--- config.mk ---
export PLATFORM = sky130hd
export DESIGN_NAME = d2d_vc_credit_link
export DESIGN_NICKNAME = d
export VERILOG_FILES = /design/src/rtl/d2d_link_pkg.sv /design/src/rtl/d2d_rr_arbiter.sv /design/src/rtl/d2d_vc_credit_link.sv
export SDC_FILE = /design/constraint.sdc
export NUM_CORES = 1
export LEC_CHECK = 0
export CAP_MARGIN = 20
export CELL_PAD_IN_SITES_DETAIL_PLACEMENT = 0
export CELL_PAD_IN_SITES_GLOBAL_PLACEMENT = 1
export CORE_ASPECT_RATIO = 1.75
export CORE_MARGIN = 1
export CORE_UTILIZATION = 24
export CTS_BUF_LIST = sky130_fd_sc_hd__clkbuf_16
export CTS_CLUSTER_DIAMETER = 100
export DETAILED_ROUTE_END_ITERATION = 8
export PLACE_DENSITY_LB_ADDON = 0.1
export REMOVE_ABC_BUFFERS = 1
export SLEW_MARGIN = 5
export SYNTH_ARGS = -nofsm -noshare
export SYNTH_HDL_FRONTEND = slang
export SYNTH_HIERARCHICAL = 1
export SYNTH_SLANG_ARGS = --single-unit
export TNS_END_PERCENT = 50
--- constraint.sdc ---
create_clock -name clk -period 5.5 [get_ports clk]
set_clock_uncertainty 0.2 [all_clocks]
set_input_delay 1.375 -clock clk [delete_from_list [all_inputs] [get_ports clk]]
set_output_delay 1.375 -clock clk [all_outputs]
set_load 0.02 [all_outputs]
--- src/rtl/d2d_link_pkg.sv ---
// Shared widths, defaults and flit type for the die-to-die credit link.
// Optional starvation watchdog in the top is enabled by D2D_CREDIT_TIMEOUT_EN.
package d2d_link_pkg;

    localparam int NUM_VC_DEF      = 4;
    localparam int CREDITS_DEF     = 8;
    localparam int DATA_W_DEF      = 64;
    localparam int TIMEOUT_CYC_DEF = 1024;

    // VC tag width: max(1, clog2(n))
    function automatic int vcw_f(input int n);
        return (n <= 2) ? 1 : $clog2(n);
    endfunction

    // Credit counter width: enough to hold 0..c inclusive
    function automatic int cw_f(input int c);
        return $clog2(c + 1);
    endfunction

    localparam int VCW_DEF = vcw_f(NUM_VC_DEF);

    typedef struct packed {
        logic [VCW_DEF-1:0]    vc;
        logic [DATA_W_DEF-1:0] data;
    } d2d_flit_t;

endpackage

--- src/rtl/d2d_rr_arbiter.sv ---
// Round-robin arbiter: one-hot grant starting from a rotating priority pointer.
// The pointer moves past the winner only when advance is asserted and a grant is made.
module d2d_rr_arbiter
    import d2d_link_pkg::*;
#(
    parameter int N = 4
) (
    input  logic         clk,
    input  logic         rst,
    input  logic [N-1:0] req,
    input  logic         adv,
    output logic [N-1:0] gnt
);

    localparam int PW = vcw_f(N);
    localparam logic [PW:0] N_L = (PW+1)'(N);

    logic [PW-1:0] ptr_q, ptr_d;
    logic [PW:0]   sum;
    logic [PW:0]   nxt;
    logic [PW-1:0] idx;
    logic          found;

    always_comb begin
        gnt   = '0;
        ptr_d = ptr_q;
        sum   = '0;
        nxt   = '0;
        idx   = '0;
        found = 1'b0;
        for (int i = 0; i < N; i++) begin
            sum = {1'b0, ptr_q} + (PW+1)'(i);
            if (sum >= N_L) begin
                sum = sum - N_L;
            end
            idx = sum[PW-1:0];
            if (!found && req[idx]) begin
                found    = 1'b1;
                gnt[idx] = 1'b1;
                nxt      = {1'b0, idx} + (PW+1)'(1);
                if (nxt >= N_L) begin
                    nxt = '0;
                end
                if (adv) begin
                    ptr_d = nxt[PW-1:0];
                end
            end
        end
    end

    always_ff @(posedge clk) begin
        if (rst) begin
            ptr_q <= '0;
        end else begin
            ptr_q <= ptr_d;
        end
    end

endmodule

--- src/rtl/d2d_vc_credit_link.sv ---
// Credit-based multi-VC die-to-die transmit link with a registered valid/ready output.
// Define D2D_CREDIT_TIMEOUT_EN to build the per-VC starvation watchdog (stall_err).
module d2d_vc_credit_link
    import d2d_link_pkg::*;
#(
    parameter int NUM_VC      = NUM_VC_DEF,
    parameter int CREDITS     = CREDITS_DEF,
    parameter int DATA_W      = DATA_W_DEF,
    parameter int TIMEOUT_CYC = TIMEOUT_CYC_DEF,
    localparam int VCW        = vcw_f(NUM_VC),
    localparam int CW         = cw_f(CREDITS)
) (
    input  logic                     clk,
    input  logic                     rst,
    input  logic [NUM_VC-1:0]        in_valid,
    output logic [NUM_VC-1:0]        in_ready,
    input  logic [NUM_VC*DATA_W-1:0] in_data,
    output logic                     link_valid,
    input  logic                     link_ready,
    output logic [VCW-1:0]           link_vc,
    output logic [DATA_W-1:0]        link_data,
    input  logic                     crd_ret_valid,
    input  logic [VCW-1:0]           crd_ret_vc,
    input  logic [CW-1:0]            crd_ret_cnt,
    output logic [NUM_VC*CW-1:0]     crd_avail,
    output logic                     crd_err,
    output logic [NUM_VC-1:0]        stall_err
);

    localparam logic [CW:0]  CRED_L   = (CW+1)'(CREDITS);
    localparam logic [VCW:0] NUM_VC_L = (VCW+1)'(NUM_VC);

    logic [NUM_VC-1:0] eligible;
    logic [NUM_VC-1:0] req;
    logic [NUM_VC-1:0] gnt;
    logic [NUM_VC-1:0] ovf;
    logic              slot_free;

    logic              link_valid_q, link_valid_d;
    logic [VCW-1:0]    link_vc_q, link_vc_d;
    logic [DATA_W-1:0] link_data_q, link_data_d;
    logic              crd_err_q, crd_err_d;
    logic [VCW-1:0]    gidx;
    logic [DATA_W-1:0] data_sel;

    // A held flit blocks the slot; credits already paid for it at capture time.
    assign slot_free = !link_valid_q || link_ready;
    assign req       = eligible & {NUM_VC{slot_free}};
    assign in_ready  = gnt;

    d2d_rr_arbiter #(.N(NUM_VC)) u_arb (
        .clk (clk),
        .rst (rst),
        .req (req),
        .adv (slot_free),
        .gnt (gnt)
    );

    generate
        for (genvar gi = 0; gi < NUM_VC; gi++) begin : g_vc
            logic [CW-1:0] cred_q, cred_d;
            logic [CW:0]   sum;
            logic          ret_hit;

            assign ret_hit = crd_ret_valid && (crd_ret_vc == VCW'(gi));

            // A consume implies cred_q > 0, so the subtraction never wraps.
            always_comb begin
                sum = {1'b0, cred_q}
                    + (ret_hit ? {1'b0, crd_ret_cnt} : '0)
                    - (gnt[gi] ? (CW+1)'(1) : '0);
                ovf[gi] = (sum > CRED_L);
                cred_d  = ovf[gi] ? CRED_L[CW-1:0] : sum[CW-1:0];
            end

            always_ff @(posedge clk) begin
                if (rst) begin
                    cred_q <= CRED_L[CW-1:0];
                end else begin
                    cred_q <= cred_d;
                end
            end

            assign eligible[gi]            = in_valid[gi] && (cred_q != '0);
            assign crd_avail[gi*CW +: CW]  = cred_q;

`ifdef D2D_CREDIT_TIMEOUT_EN
            localparam int TW = $clog2(TIMEOUT_CYC + 1);
            localparam logic [TW-1:0] TO_L = TW'(TIMEOUT_CYC);
            logic [TW-1:0] wd_cnt_q, wd_cnt_d;
            logic          stall_q, stall_d;

            always_comb begin
                wd_cnt_d = '0;
                if (in_valid[gi] && (cred_q == '0)) begin
                    wd_cnt_d = (wd_cnt_q == TO_L) ? wd_cnt_q : wd_cnt_q + TW'(1);
                end
                stall_d = stall_q || (wd_cnt_d == TO_L);
            end

            always_ff @(posedge clk) begin
                if (rst) begin
                    wd_cnt_q <= '0;
                    stall_q  <= 1'b0;
                end else begin
                    wd_cnt_q <= wd_cnt_d;
                    stall_q  <= stall_d;
                end
            end

            assign stall_err[gi] = stall_q;
`else
            assign stall_err[gi] = 1'b0;
`endif
        end
    endgenerate

`ifndef D2D_CREDIT_TIMEOUT_EN
    localparam int unused_timeout_cyc = TIMEOUT_CYC;
`endif

    always_comb begin
        gidx     = '0;
        data_sel = '0;
        for (int v = 0; v < NUM_VC; v++) begin
            if (gnt[v]) begin
                gidx     = VCW'(v);
                data_sel = in_data[v*DATA_W +: DATA_W];
            end
        end
    end

    always_comb begin
        link_valid_d = link_valid_q;
        link_vc_d    = link_vc_q;
        link_data_d  = link_data_q;
        if (|gnt) begin
            link_valid_d = 1'b1;
            link_vc_d    = gidx;
            link_data_d  = data_sel;
        end else if (link_ready) begin
            link_valid_d = 1'b0;
        end
        crd_err_d = crd_err_q || (|ovf)
                 || (crd_ret_valid && ({1'b0, crd_ret_vc} >= NUM_VC_L));
    end

    always_ff @(posedge clk) begin
        if (rst) begin
            link_valid_q <= 1'b0;
            link_vc_q    <= '0;
            link_data_q  <= '0;
            crd_err_q    <= 1'b0;
        end else begin
            link_valid_q <= link_valid_d;
            link_vc_q    <= link_vc_d;
            link_data_q  <= link_data_d;
            crd_err_q    <= crd_err_d;
        end
    end

    assign link_valid = link_valid_q;
    assign link_vc    = link_vc_q;
    assign link_data  = link_data_q;
    assign crd_err    = crd_err_q;

endmodule

# [Word-level counts from Yosys, hierarchy flattened]
# Cells that the tools add are included.
[totals] reg_bits=86 input_bits=270 output_inout_bits=92 elab_cells=144
[classes] n_eq_ne=3 n_reduce_logical=33 addsub=19 magnitude_cmp=20 muxes=56 bitwise=4
[ops] op="64-bit two-way mux" count=4
[ops] op="2-bit two-way mux" count=18
[ops] op="4-bit two-way mux" count=8
[ops] op="3-bit greater-or-equal comparator (second input constant)" count=7
[ops] op="4-bit by 4-bit adder with 5-bit output" count=4
[ops] op="5-bit by 4-bit > comparator with 1-bit output (second input constant)" count=4
[ops] op="5-bit by 1-bit subtractor with 5-bit output" count=4
[ops] op="1-bit two-way mux" count=18
[ops] op="4-bit nonzero test" count=4
[ops] op="2-bit by 1-bit adder with 3-bit output (second input constant)" count=5
[ops] op="1-bit logical AND" count=15
[ops] op="2-bit by 3-bit less-than comparator with 1-bit output (second input constant)" count=4
[ops] op="4-bit OR" count=3
[ops] op="1-bit binary-select mux with 2-bit select" count=4
[ops] op="1-bit demux with 2-bit select" count=4
[ops] op="2-bit by 1-bit greater-or-equal comparator with 1-bit output (second input constant)" count=4
[ops] op="2-bit OR reduction" count=4
[ops] op="4-bit OR reduction" count=2
[ops] op="2-bit by 1-bit subtractor with 2-bit output (second input constant)" count=4
[ops] op="2-bit by 2-bit adder with 3-bit output (second input constant)" count=2
[ops] op="4-bit bitwise AND" count=1
[ops] op="2-bit == test (second input constant)" count=2
[ops] op="1-bit logical NOT" count=4
[ops] op="2-bit by 3-bit greater-or-equal comparator with 1-bit output (second input constant)" count=1
[ops] op="other kinds (4)" count=5

# [Logic depth before layout (Yosys ltp)]
[depth] depth_word=20 depth_mapped=17 depth_no_buf=17

# [By module]
# The synthesis kept the hierarchy.
[modules_own_cells] module="d2d_vc_credit_link" instances=1 cells_each=657 area_per_inst_um2=5515.3 seq_area_each_um2=1681.6
[modules_own_cells] module="d2d_rr_arbiter" instances=1 cells_each=55 area_per_inst_um2=514.2 seq_area_each_um2=40.0

# [Least setup slack after synthesis]
# No wires, ideal clock.
[synth_path] path_kind="in2reg" start="input port link_ready" end="register g_vc[1].cred_q[0]" required_ns=5.185 t_arrival_ns=5.426 slack_ns=-0.241 path_stages=17 n_path_buf=0 setup_ns=0.115 cell_sequence="nand2b_1 > nand2_1 > nor2_1 > mux4_2 > nor2b_2 > a22oi_1 > o21ai_0 > ha_1 > inv_1 > ha_1 > inv_1 > fa_1 > xnor2_1 > nor3b_1 > nor3_1 > nor3_1 > and2_1"
[synth_between] elab_chain_len=18 elab_cells_between_ends=30 cone_classes="add/sub (1); order compare (1); mux (16); bitwise (4); reduce/logical (8)"
[synth_rtl] element="start: declaration" line="d2d_vc_credit_link.sv:19" rtl="input logic link_ready,"
[synth_rtl] element="1-bit logical OR (*)" line="d2d_vc_credit_link.sv:47" rtl="assign slot_free = !link_valid_q || link_ready;"
[synth_rtl] element="4-bit bitwise AND (*)" line="d2d_vc_credit_link.sv:48" rtl="assign req = eligible & {NUM_VC{slot_free}};"
[synth_rtl] element="named net req[2]" line="d2d_vc_credit_link.sv:34" rtl="logic [NUM_VC-1:0] req;"
[synth_rtl] element="1-bit binary-select mux with 2-bit select" line="d2d_rr_arbiter.sv:37" rtl="if (!found && req[idx]) begin"
[synth_rtl] element="1-bit two-way mux (not written as such)" line="d2d_rr_arbiter.sv:37"
[synth_rtl] element="1-bit two-way mux" line="d2d_rr_arbiter.sv:37"
[synth_rtl] element="1-bit logical NOT" line="d2d_rr_arbiter.sv:37"
[synth_rtl] element="1-bit logical AND" line="d2d_rr_arbiter.sv:37"
[synth_rtl] element="[... 4 more ...]"
[synth_rtl] element="1-bit logical NOT" line="d2d_rr_arbiter.sv:37"
[synth_rtl] element="1-bit logical AND" line="d2d_rr_arbiter.sv:37"
[synth_rtl] element="4-bit two-way mux (*)" line="d2d_rr_arbiter.sv:37"
[synth_rtl] element="named net in_ready[1]" line="d2d_vc_credit_link.sv:16" rtl="output logic [NUM_VC-1:0] in_ready,"
[synth_rtl] element="1-bit two-way mux (*)" line="d2d_vc_credit_link.sv:71" rtl="- (gnt[gi] ? (CW+1)'(1) : '0);"
[synth_rtl] element="5-bit by 1-bit subtractor with 5-bit output (*)" line="d2d_vc_credit_link.sv:71"
[synth_rtl] element="5-bit by 4-bit > comparator with 1-bit output" line="d2d_vc_credit_link.sv:72" rtl="ovf[gi] = (sum > CRED_L);"
[synth_rtl] element="2-bit OR reduction (no line)"
[synth_rtl] element="end signal: assignment" line="d2d_vc_credit_link.sv:78" rtl="cred_q <= CRED_L[CW-1:0];"
[synth_rtl] element="end signal: assignment" line="d2d_vc_credit_link.sv:80" rtl="cred_q <= cred_d;"
[synth_rtl] element="end: declaration" line="d2d_vc_credit_link.sv:61" rtl="logic [CW-1:0] cred_q, cred_d;"
# The timed path passes the listed nets; every way through them passes the cells marked *. The select of a mux whose other input is x is not followed.
# A chain may end at the register's enable or synchronous reset.

# [Worst setup path after layout]
[layout_path] start="input port link_ready" end="output port in_ready[3]"
[layout_between] elab_chain_len=14 elab_cells_between_ends=26 cone_classes="mux (15); bitwise (4); reduce/logical (7)"
[layout_rtl] element="1-bit logical OR (*)" line="d2d_vc_credit_link.sv:47"
[layout_rtl] element="named net slot_free" line="d2d_vc_credit_link.sv:37" rtl="logic slot_free;"
[layout_rtl] element="4-bit bitwise AND (*)" line="d2d_vc_credit_link.sv:48"
[layout_rtl] element="named net req[3]" line="d2d_vc_credit_link.sv:34"
[layout_rtl] element="1-bit binary-select mux with 2-bit select" line="d2d_rr_arbiter.sv:37"
[layout_rtl] element="1-bit two-way mux (not written as such)" line="d2d_rr_arbiter.sv:37"
[layout_rtl] element="1-bit two-way mux" line="d2d_rr_arbiter.sv:37"
[layout_rtl] element="1-bit logical NOT" line="d2d_rr_arbiter.sv:37"
[layout_rtl] element="1-bit logical AND" line="d2d_rr_arbiter.sv:37"
[layout_rtl] element="1-bit two-way mux" line="d2d_rr_arbiter.sv:37"
[layout_rtl] element="1-bit logical NOT" line="d2d_rr_arbiter.sv:37"
[layout_rtl] element="1-bit logical AND" line="d2d_rr_arbiter.sv:37"
[layout_rtl] element="1-bit two-way mux" line="d2d_rr_arbiter.sv:37"
[layout_rtl] element="1-bit logical NOT" line="d2d_rr_arbiter.sv:37"
[layout_rtl] element="1-bit logical AND" line="d2d_rr_arbiter.sv:37"
[layout_rtl] element="4-bit two-way mux (*)" line="d2d_rr_arbiter.sv:37"
[layout_rtl] element="end: declaration" line="d2d_vc_credit_link.sv:16"
# Marked as above.

==> run metrics <==
status=finished clean; Crit Path Max Fanout=5; initial core utilization=~24%; RSZ-0062 raised after global routing=false; pre-CTS worst setup slack=-0.283 ns; Mapped Area=6030 um2; Nets=1384; Setup TNS=0 ns; top_reg_cell synth=dfxtp_1; CTS clk-pin slew, worst paths=approximately 0.060 ns; gp weighted congestion=~0.82; commonest cells after routing, fill and taps aside=clkdlybuf4s50_1, dfxtp_1, a22oi_1; Seq/Total Area, Yosys=around 29%; later-pin clock latency in the skew report=~0.35 ns; CP endpoint kind=output port; placed inst area=between 10000 and 15000 um2; worst hold path type=reg -> reg; htree depth=3; Leak=roughly 4 nW; Detail Route Antenna Nets=0; max capacitance violation total=0; Worst-Margin Slew=between 0.9 and 1 ns; largest net degree at the start of global routing=~110; TritonCTS clock tree=built; # port buffers=between 300 and 400; total clock sinks=86; GRT Residual Overflow=0; crit path launch type=input pin; Post-synth EDFFs=0; die span in y=212 um; crit path DAT=3.75 ns; DR vias=about 6700; initial antenna violation count=7; clock buffer depth=2; syn avg cell area=approximately 8.5 um2; Final setup violation count=0; Slew Viols, Final=0; Post-Route WL=approximately 28000 um; Via density=4.80; row cnt=76; crit path kind=in -> out; ratio of cells with drive above 1 in the final layout=between 10% and 20%; vias in the first global route=around 6700; wire length of the first global-routing pass=approximately 40000 um; Peak VDD IR=a little over 0.0004 V; R2R setup slack=1.07 ns; post-route cell area=roughly 10000 um2; most common cell after layout, fill and taps aside=clkdlybuf4s50_1; Achievable Freq=about 190 MHz; post-route DRC violation count=0; post-route setup slack=0.180 ns; asr flop ratio synth=0%; Core ar.=about 25000 um2; Netlist cell types=between 40 and 50; fin crit share=a little over nine tenths; Period minus WS final=around 5.3 ns; PD cells=approximately 600 nW/um2; I/O pin count=roughly 360; Cells after Synth=between 700 and 800; Pwr Total=roughly 6.3 mW; GRT Total Usage=about a fifth; Die ar.=between 20000 and 30000 um2; #FFs+latches synth=between 80 and 90; Ys Warns=6; clock buffer count from CTS=9; Final Hold Viols=0; relative slew slack=roughly two fifths; drt initial violations=around 260; Post-DP HPWL=22300 um; area grow syn2layout=74.1%; drt first pass iters=4; Avg WL per Cell=about 20 um; CTS root buffer=clkbuf_16; Crit path required time=a little under 4 ns; Die Wd=approximately 120 um
[layout make-up]
type / count / area [um2]
clock buffer: 9 / 225
tap: 312 / 390
multi-input combinational: 523 / 3890
antenna: 5 / 12.5
clock inverter: 7 / 81.3
sequential: 86 / 1720
timing repair buffer: 403 / 4000
fill: 2499 / 14100
inverter: 48 / 180
[sequential cells by signal (all words and copies together) (netlist names)]
register and count:
link_data 64, g_vc.cred_q 16, link_valid 1, u_arb/ptr_q 2, crd_err 1, link_vc 2
[kinds of logic (layout without fill, tap and decap cells)]
family / after synthesis / count (layout) / share of synthesized area, %
AND/OR/NAND/NOR: 221 / 221 / 18.6
AO/OA/AOI/OAI: 238 / 238 / 31.7
adder cells (fa/ha/maj): 43 / 43 / 9.42
buffers and inverters: 106 / 467 / 8.20
multiplexers: 7 / 7 / 2.01
XOR/XNOR: 10 / 10 / 1.45
flip-flops: 86 / 86 / 28.6
other: 1 / 9 / 0.0622
[metrics by stage]
step	cells	utilization, %	hold slack (ns)
6_report	1393	42.6	0.300
3_5_place_dp	1370	41.1	0.289
2_1_floorplan	657	-	0.418
3_3_place_gp	1370	41.1	0.283
5_1_grt	1392	42.6	0.323
4_1_cts	1388	42.4	0.305
[routing by layer]
layer  part of all wire (%)  wire, um  track usage, %  vias to the layer above
met4                    2.5       702            8.90                        4
met5                  0.096        27               0                        -
met2                     54     15100            40.6                      250
li1                       -         -               -                     3336
met3                    9.1      2570            6.01                       32
met1                     35      9780            20.8                     3065
[critical path: stages]
cell	delay (ns)
clkdlybuf4s50_1	0.41
nand2b_4	0.17
nand2_1	0.07
nor2_1	0.07
buf_4	0.14
mux4_2	0.49
nor4b_4	0.17
buf_4	0.14
a22oi_1	0.24
o21ai_4	0.12
buf_4	0.17
buf_4	0.16
[cell usage after synthesis, drive strengths merged, types with 7 or more instances]
cell | n | share of area (%)
buf | 34 | 3.7
a221oi | 64 | 13
nor4 | 9 | 1.3
o21ai | 73 | 6.1
ha | 39 | 8.1
a22oi | 72 | 9.0
clkbuf | 24 | 1.5
nor3 | 8 | 0.66
a21oi | 11 | 0.91
inv | 48 | 3.0
nand2 | 70 | 4.4
dfxtp | 86 | 29
xor2 | 7 | 1.0
nand3 | 12 | 1.0
nor2 | 86 | 7.0
[path summary, 6_finish.rpt]
kind	endpoint	from	cells past startpoint
max	in_ready[3]	link_ready	12
min	link_data[53]	link_data[53]	2
min reg2reg	link_data[53]	link_data[53]	2
max reg2reg	crd_err	g_vc[3].cred_q[2]	18
[where the power goes]
part	internal, mW	leakage (nW)	switching (mW)
clock	0.392	0.159	0.266
combinational	2.08	3.13	2.63
sequential	0.822	0.709	0.110
total	3.30	4.00	3.00
[repair_timing]
| item | CTS | global route |
|---|---|---|
| pin swaps | 1 | 2 |
| gates resized for setup | 3 | 10 |
| buffers inserted | 2 | 0 |
| hold buffers | 0 | 0 |
| setup endpoints to repair | 3 | 13 |
| endpoints found under the hold margin | 0 | 0 |
Power figures use the tool's default switching activity.
==> variant 1: new RTL, same settings <==
Add a define of `D2D_CREDIT_TIMEOUT_EN`.
--- a/src/rtl/d2d_vc_credit_link.sv
+++ b/src/rtl/d2d_vc_credit_link.sv
@@ -1,5 +1,7 @@
 // Credit-based multi-VC die-to-die transmit link with a registered valid/ready output.
 // Define D2D_CREDIT_TIMEOUT_EN to build the per-VC starvation watchdog (stall_err).
+`define D2D_CREDIT_TIMEOUT_EN
+
 module d2d_vc_credit_link
     import d2d_link_pkg::*;
 #(
Check against the original RTL: same outputs for any inputs over 4 cycles, from zero or initial values and one cycle with rst high; that may be too few to reach the edited logic, so the function may still have changed.
==> variant 1 against the unedited design <==
Non-clock buffer count up 3; final cell count grew 34%; maximum frequency down 1.1%; routed wire length grew 30%; count of clock-buffer cells in the layout up 8; sequential cell count increased by 48; area after synthesis rose by 41%; worst setup slack got worse by 0.061 ns; total power increased by 14%; final area up 27%; critical endpoint unchanged; largest power group unchanged.
==> variant 1: results (changes against the unedited design) <==
- The most used flip-flop cell after synthesis was sky130_fd_sc_hd__dfxtp_1 (unchanged).
- The post-cts sizing count is 5 (was 3).
- The net count of the finished layout is 1717 (was 1384).
- Capturing point of the worst reg2reg path: crd_err (unchanged)
- The flip-flop count of the largest register after layout is 64 (unchanged).
* First-pass GRT wire length: 53500 um (was 40200 um)
- The number of DRC markers in iteration 0 came to 317 (was 262).
- The clock latency on the worst-skew pair was 0.44 ns (was 0.35 ns).
- Max stage delay cell, worst path: sky130_fd_sc_hd__mux4_1 (was sky130_fd_sc_hd__mux4_2)
* Sequential fraction of the synthesis area: 31.6% (was 28.6%)
- P_leak: 4.97 nW (was 4.00 nW)
- The met2 track utilization from global routing is 36.1% (was 40.6%).
* Commonest cells in the synthesized netlist: sky130_fd_sc_hd__nor2_1, sky130_fd_sc_hd__dfxtp_1, sky130_fd_sc_hd__nand2_1 (was sky130_fd_sc_hd__dfxtp_1, sky130_fd_sc_hd__o21ai_0, sky130_fd_sc_hd__a22oi_1)
* Post-route non-filler standard cell count: 1869 (was 1393)
* Start of the worst register-to-register path: u_arb/ptr_q[1] (was g_vc[3].cred_q[2])
* Maximum number of pins on one net before global-route repair: 133 (was 108)
* # fillers: 3633 (was 2499)
* Critical Path AT: 3.81 ns (was 3.75 ns)
* Cell count of the worst reg-to-reg path: 16 (was 18)
- Number of setup buffers added after CTS: 0 (was 2)
- The post-place setup slack came to -0.281 ns (was -0.283 ns).
* Number of search-and-repair iterations in the first detailed-routing pass: 5 (was 4)
* Most area-consuming cells after synthesis: sky130_fd_sc_hd__dfxtp_1, sky130_fd_sc_hd__ha_1, sky130_fd_sc_hd__a221oi_1 (was sky130_fd_sc_hd__dfxtp_1, sky130_fd_sc_hd__a221oi_2, sky130_fd_sc_hd__a22oi_1)
- HPWL after DPL: 27900 um (was 22300 um)
- Critical Path Fanout Max: 7 (was 5)
- Hold Path Stages: 2 (unchanged)
* All-layer global routing usage: 19.9% (was 21.3%)
* Hold wc startpoint: g_vc[1].stall_q (was link_data[53])
- The met1 track utilization from global routing came to 20.9% (was 20.8%).
* Fraction of final layout cells sized beyond drive strength 1: 8.31% (was 15.1%)
- The met3 usage came to 6.86% (was 6.01%).
* Total wirelength of the detailed-routed design: 36600 um (was 28200 um)
- Maximum cell stage delay along the critical path: 0.55 ns (was 0.49 ns)
- Total CTS buffers: 17 (was 9)
- The worst vdd rail ir drop was 0.373 mV (was 0.405 mV).
- The total count of hold-check failures in the final report is 0 (unchanged).
- Cell-internal power: 3.94 mW (was 3.30 mW)
- The initial antenna violation count came to 3 (was 7).
- The count of unique library cells instantiated by Yosys was 72 (was 49).
- The global placement routability congestion was 0.821 (was 0.819).
* # H-tree levels: 4 (was 3)
- The overall via count from detail_route came to 9039 (was 6687).
- Gate Count Post-Synth: 1045 (was 712)
- Dpl cells: 1836 (was 1370)
- Actual transition at the worst max-transition pin: 0.940 ns (was 0.916 ns)
- The internal reg-to-reg setup slack is 0.86 ns (was 1.07 ns).
- Result of the run: complete, no violations (unchanged)
- The worst hold path endpoint is g_vc[1].stall_q (was link_data[53]).
* # port buffers: 361 (was 357)
variant 1: cell count changes in the layout (fill, tap and decap cells not counted), sizes merged, moves of 17 or more:
cell and change:
nand3 +21, dfxtp +48, nor2 +52, xor2 +17, nand2 +23, xnor2 +22
variant 1: logic make-up after synthesis:
kind of cell / after synthesis / synth area share [%]
adder cells (fa/ha/maj): 52 / 8.01
XOR/XNOR: 49 / 5.05
buffers and inverters: 136 / 7.23
multiplexers: 12 / 2.15
flip-flops: 134 / 31.6
AO/OA/AOI/OAI: 279 / 23.5
AND/OR/NAND/NOR: 383 / 22.4
variant 1: through the flow:
stage          hold WS, ns  instance area, um2
4_1_cts              0.293               13300
5_1_grt              0.319               13400
3_3_place_gp         0.280               12700
6_report             0.281               13400
3_5_place_dp         0.271               12700
2_1_floorplan        0.282                8110
variant 1: worst max-delay path by stage:
stage,startpoint,endpoint,slack (ns),cells past startpoint
after floorplan,link_ready,link_data[0],-4.42,10
after global placement,link_ready,g_vc[1].cred_q[3],-0.26,18
after detailed placement,link_ready,g_vc[1].cred_q[3],-0.28,18
after CTS,link_ready,in_ready[2],0.04,11
after global routing,link_ready,crd_err,0.01,18
final,link_ready,in_ready[3],0.12,10
variant 1: power by group through the flow:
stage	Sequential (mW)	Clock (mW)	Combinational [mW]
2_1_floorplan	1.51	0	2.47
3_3_place_gp	1.32	0	4.73
3_5_place_dp	1.32	0	4.73
4_1_cts	1.30	1.20	4.76
5_1_grt	1.32	1.23	5.22
6_report	1.30	1.15	4.73
variant 1: area by class of cell:
cell class                 instances  area [um2]  share of cell area, %
timing repair buffer             406        4020                   30.0
multi-input combinational        775        5290                   39.6
inverter                          61         229                   1.71
sequential                       134        2680                   20.1
tap                              460         576                   4.30
antenna                            1        2.50                 0.0187
clock buffer                      17         425                   3.18
clock inverter                    15         146                   1.09
variant 1: worst reg2reg max path, stage by stage (launching register included):
cell and delay [ns]:
sky130_fd_sc_hd__dfxtp_1 0.60, sky130_fd_sc_hd__inv_1 0.19, sky130_fd_sc_hd__ha_1 0.51, sky130_fd_sc_hd__mux4_1 0.39, sky130_fd_sc_hd__nor2b_1 0.20, sky130_fd_sc_hd__a22o_1 0.21, sky130_fd_sc_hd__a221o_4 0.37, sky130_fd_sc_hd__ha_1 0.30
sky130_fd_sc_hd__inv_1 0.06, sky130_fd_sc_hd__ha_1 0.16, sky130_fd_sc_hd__inv_1 0.05, sky130_fd_sc_hd__fa_1 0.45, sky130_fd_sc_hd__nor2b_2 0.18, sky130_fd_sc_hd__a221oi_2 0.23, sky130_fd_sc_hd__o21ai_1 0.12, sky130_fd_sc_hd__and3_1 0.17
sky130_fd_sc_hd__a41oi_1 0.18
variant 1: metal layers:
metal,up-vias,share of wire [%]
met1,4211,38
met4,4,2.5
met5,-,0.063
met2,303,50
li1,4480,-
met3,41,9.5
==> variant 2: new RTL, same flow settings <==
Without the edit above. Register the output `crd_err` once more, with the module's reset; this adds one clock of latency there. The other outputs are not delayed to match.
--- a/src/rtl/d2d_vc_credit_link.sv
+++ b/src/rtl/d2d_vc_credit_link.sv
@@ -162,7 +162,13 @@
     assign link_valid = link_valid_q;
     assign link_vc    = link_vc_q;
     assign link_data  = link_data_q;
-    assign crd_err    = crd_err_q;
+    always_ff @(posedge clk) begin
+        if (rst) begin
+            crd_err <= '0;
+        end else begin
+            crd_err <= crd_err_q;
+        end
+    end
 
 endmodule
 
Function: changed (Yosys sat finds a counterexample within 4 cycles, from zero or initial values and one cycle with rst high).
==> variant 2 against the unedited design <==
Total power is 4.0% higher; core utilization hardly changed; routed wire length is 4.0% higher; synthesized cell count is 0.14% higher; area after synthesis is 0.50% higher; largest power group unchanged; die area is 0.49% higher; highest routed layer unchanged; clock power is 2% higher; final area is 0.35% higher; largest cell class is now multi-input combinational cells; sequential cell count is 1 higher; register-to-register slack worse by 0.08 ns; worst setup slack worse by 0.016 ns.
==> variant 2: results (changes against the unedited design) <==
- The maximum number of pins on one net before global-route repair came to 133 (was 108).
- The internal cell power was 3.38 mW (was 3.30 mW).
* HPWL after DPL: 22500 um (was 22300 um)
- The number of DRC markers in iteration 0 was 259 (was 262).
- The final cycle utilization of the critical path was 97.0% (was 96.7%).
* Placed cell areas: 10100 um2 (about the same)
* Initial antenna violation count: 1 (was 7)
- Total Power: 6.55 mW (was 6.30 mW)
- Number of search-and-repair iterations in the first detailed-routing pass: 4 (unchanged)
* Synthesized area per cell: 8.50 um2 (was 8.47 um2)
* Vias in the first global route: 6752 (was 6675)
- Final RePlAce weighted congestion: 0.836 (was 0.819)
* Critical Path AT: 3.76 ns (was 3.75 ns)
* Count of inserted antenna diode cells: 0 (was 5)
- Most area-consuming cells after synthesis: sky130_fd_sc_hd__dfxtp_1, sky130_fd_sc_hd__a221oi_2, sky130_fd_sc_hd__a22oi_1 (unchanged)
* Portion of netlist area occupied by mux cells: 2.00% (was 2.01%)
- The cell depth of the worst flop-to-flop path was 15 (was 18).
- The logic gate share of total power was 75.0% (was 74.8%).
- All-layer global routing usage: 22.0% (was 21.3%)
- The worst slew margin relative to its limit was 41.4% (was 39.0%).
* P_leak: 3.99 nW (was 4.00 nW)
- Library cells used by synthesis: 50 (was 49)
- The sequential area share after synthesis is 28.7% (was 28.6%).
* # resized after CTS: 7 (was 3)
* Result of the run: complete, no violations (unchanged)
- Fraction of final layout cells sized beyond drive strength 1: 15.2% (was 15.1%)
* Worst slack at placement: -0.473 ns (was -0.283 ns)
* Commonest cells in the synthesized netlist: sky130_fd_sc_hd__dfxtp_1, sky130_fd_sc_hd__o21ai_0, sky130_fd_sc_hd__a22oi_1 (unchanged)
- The worst vdd rail ir drop is 0.437 mV (was 0.405 mV).
- The worst setup path endpoint was in_ready[2] (was in_ready[3]).
- Synth Area in XOR/XNOR: 1.45% (about the same)
- Endpoint, Worst Hold: link_data[5] (was link_data[53])
- The sum of routed wire length over all layers was 29300 um (was 28200 um).
- The source of the worst hold timing path is link_data[5] (was link_data[53]).
- Number of setup buffers added after CTS: 1 (was 2)
- The global-route wire length before repair was 41500 um (was 40200 um).
==> variant 2: cell count changes in the layout (fill, tap and decap cells not counted), moves of 3 or more <==
cell	before	now
sky130_fd_sc_hd__inv_1	50	53
sky130_fd_sc_hd__nor3_1	8	5
sky130_fd_sc_hd__buf_4	42	32
sky130_fd_sc_hd__diode_2	5	0
sky130_fd_sc_hd__nor3_2	0	3
==> variant 2: worst reg2reg max path: stages (launching register included) <==
cell	delay [ns]
sky130_fd_sc_hd__dfxtp_1	0.59
sky130_fd_sc_hd__inv_1	0.17
sky130_fd_sc_hd__ha_1	0.45
sky130_fd_sc_hd__mux4_2	0.40
sky130_fd_sc_hd__buf_4	0.19
sky130_fd_sc_hd__a22oi_1	0.28
sky130_fd_sc_hd__o21ai_4	0.10
sky130_fd_sc_hd__ha_1	0.29
sky130_fd_sc_hd__inv_1	0.06
sky130_fd_sc_hd__ha_1	0.16
sky130_fd_sc_hd__inv_1	0.06
sky130_fd_sc_hd__fa_1	0.39
sky130_fd_sc_hd__xnor2_1	0.15
sky130_fd_sc_hd__or3b_2	0.46
sky130_fd_sc_hd__a21oi_1	0.26
sky130_fd_sc_hd__a41oi_1	0.16
==> variant 2: final cells by class <==
type	count	area [um2]	area share, %
multi-input combinational	523	3970	37.7
timing repair buffer	394	3940	37.4
sequential	87	1740	16.5
tap	312	390	3.71
clock buffer	9	225	2.14
inverter	49	184	1.75
clock inverter	7	82.6	0.784
==> variant 2: per-layer routing <==
layer,routed length [um],part of all wire [%],global-route usage [%],vias to the layer above
met4,533,1.8,6.27,2
met1,10400,36,22.0,3050
met3,2690,9.2,7.03,30
met5,12,0.041,0,-
met2,15600,53,42.4,240
li1,-,-,-,3317
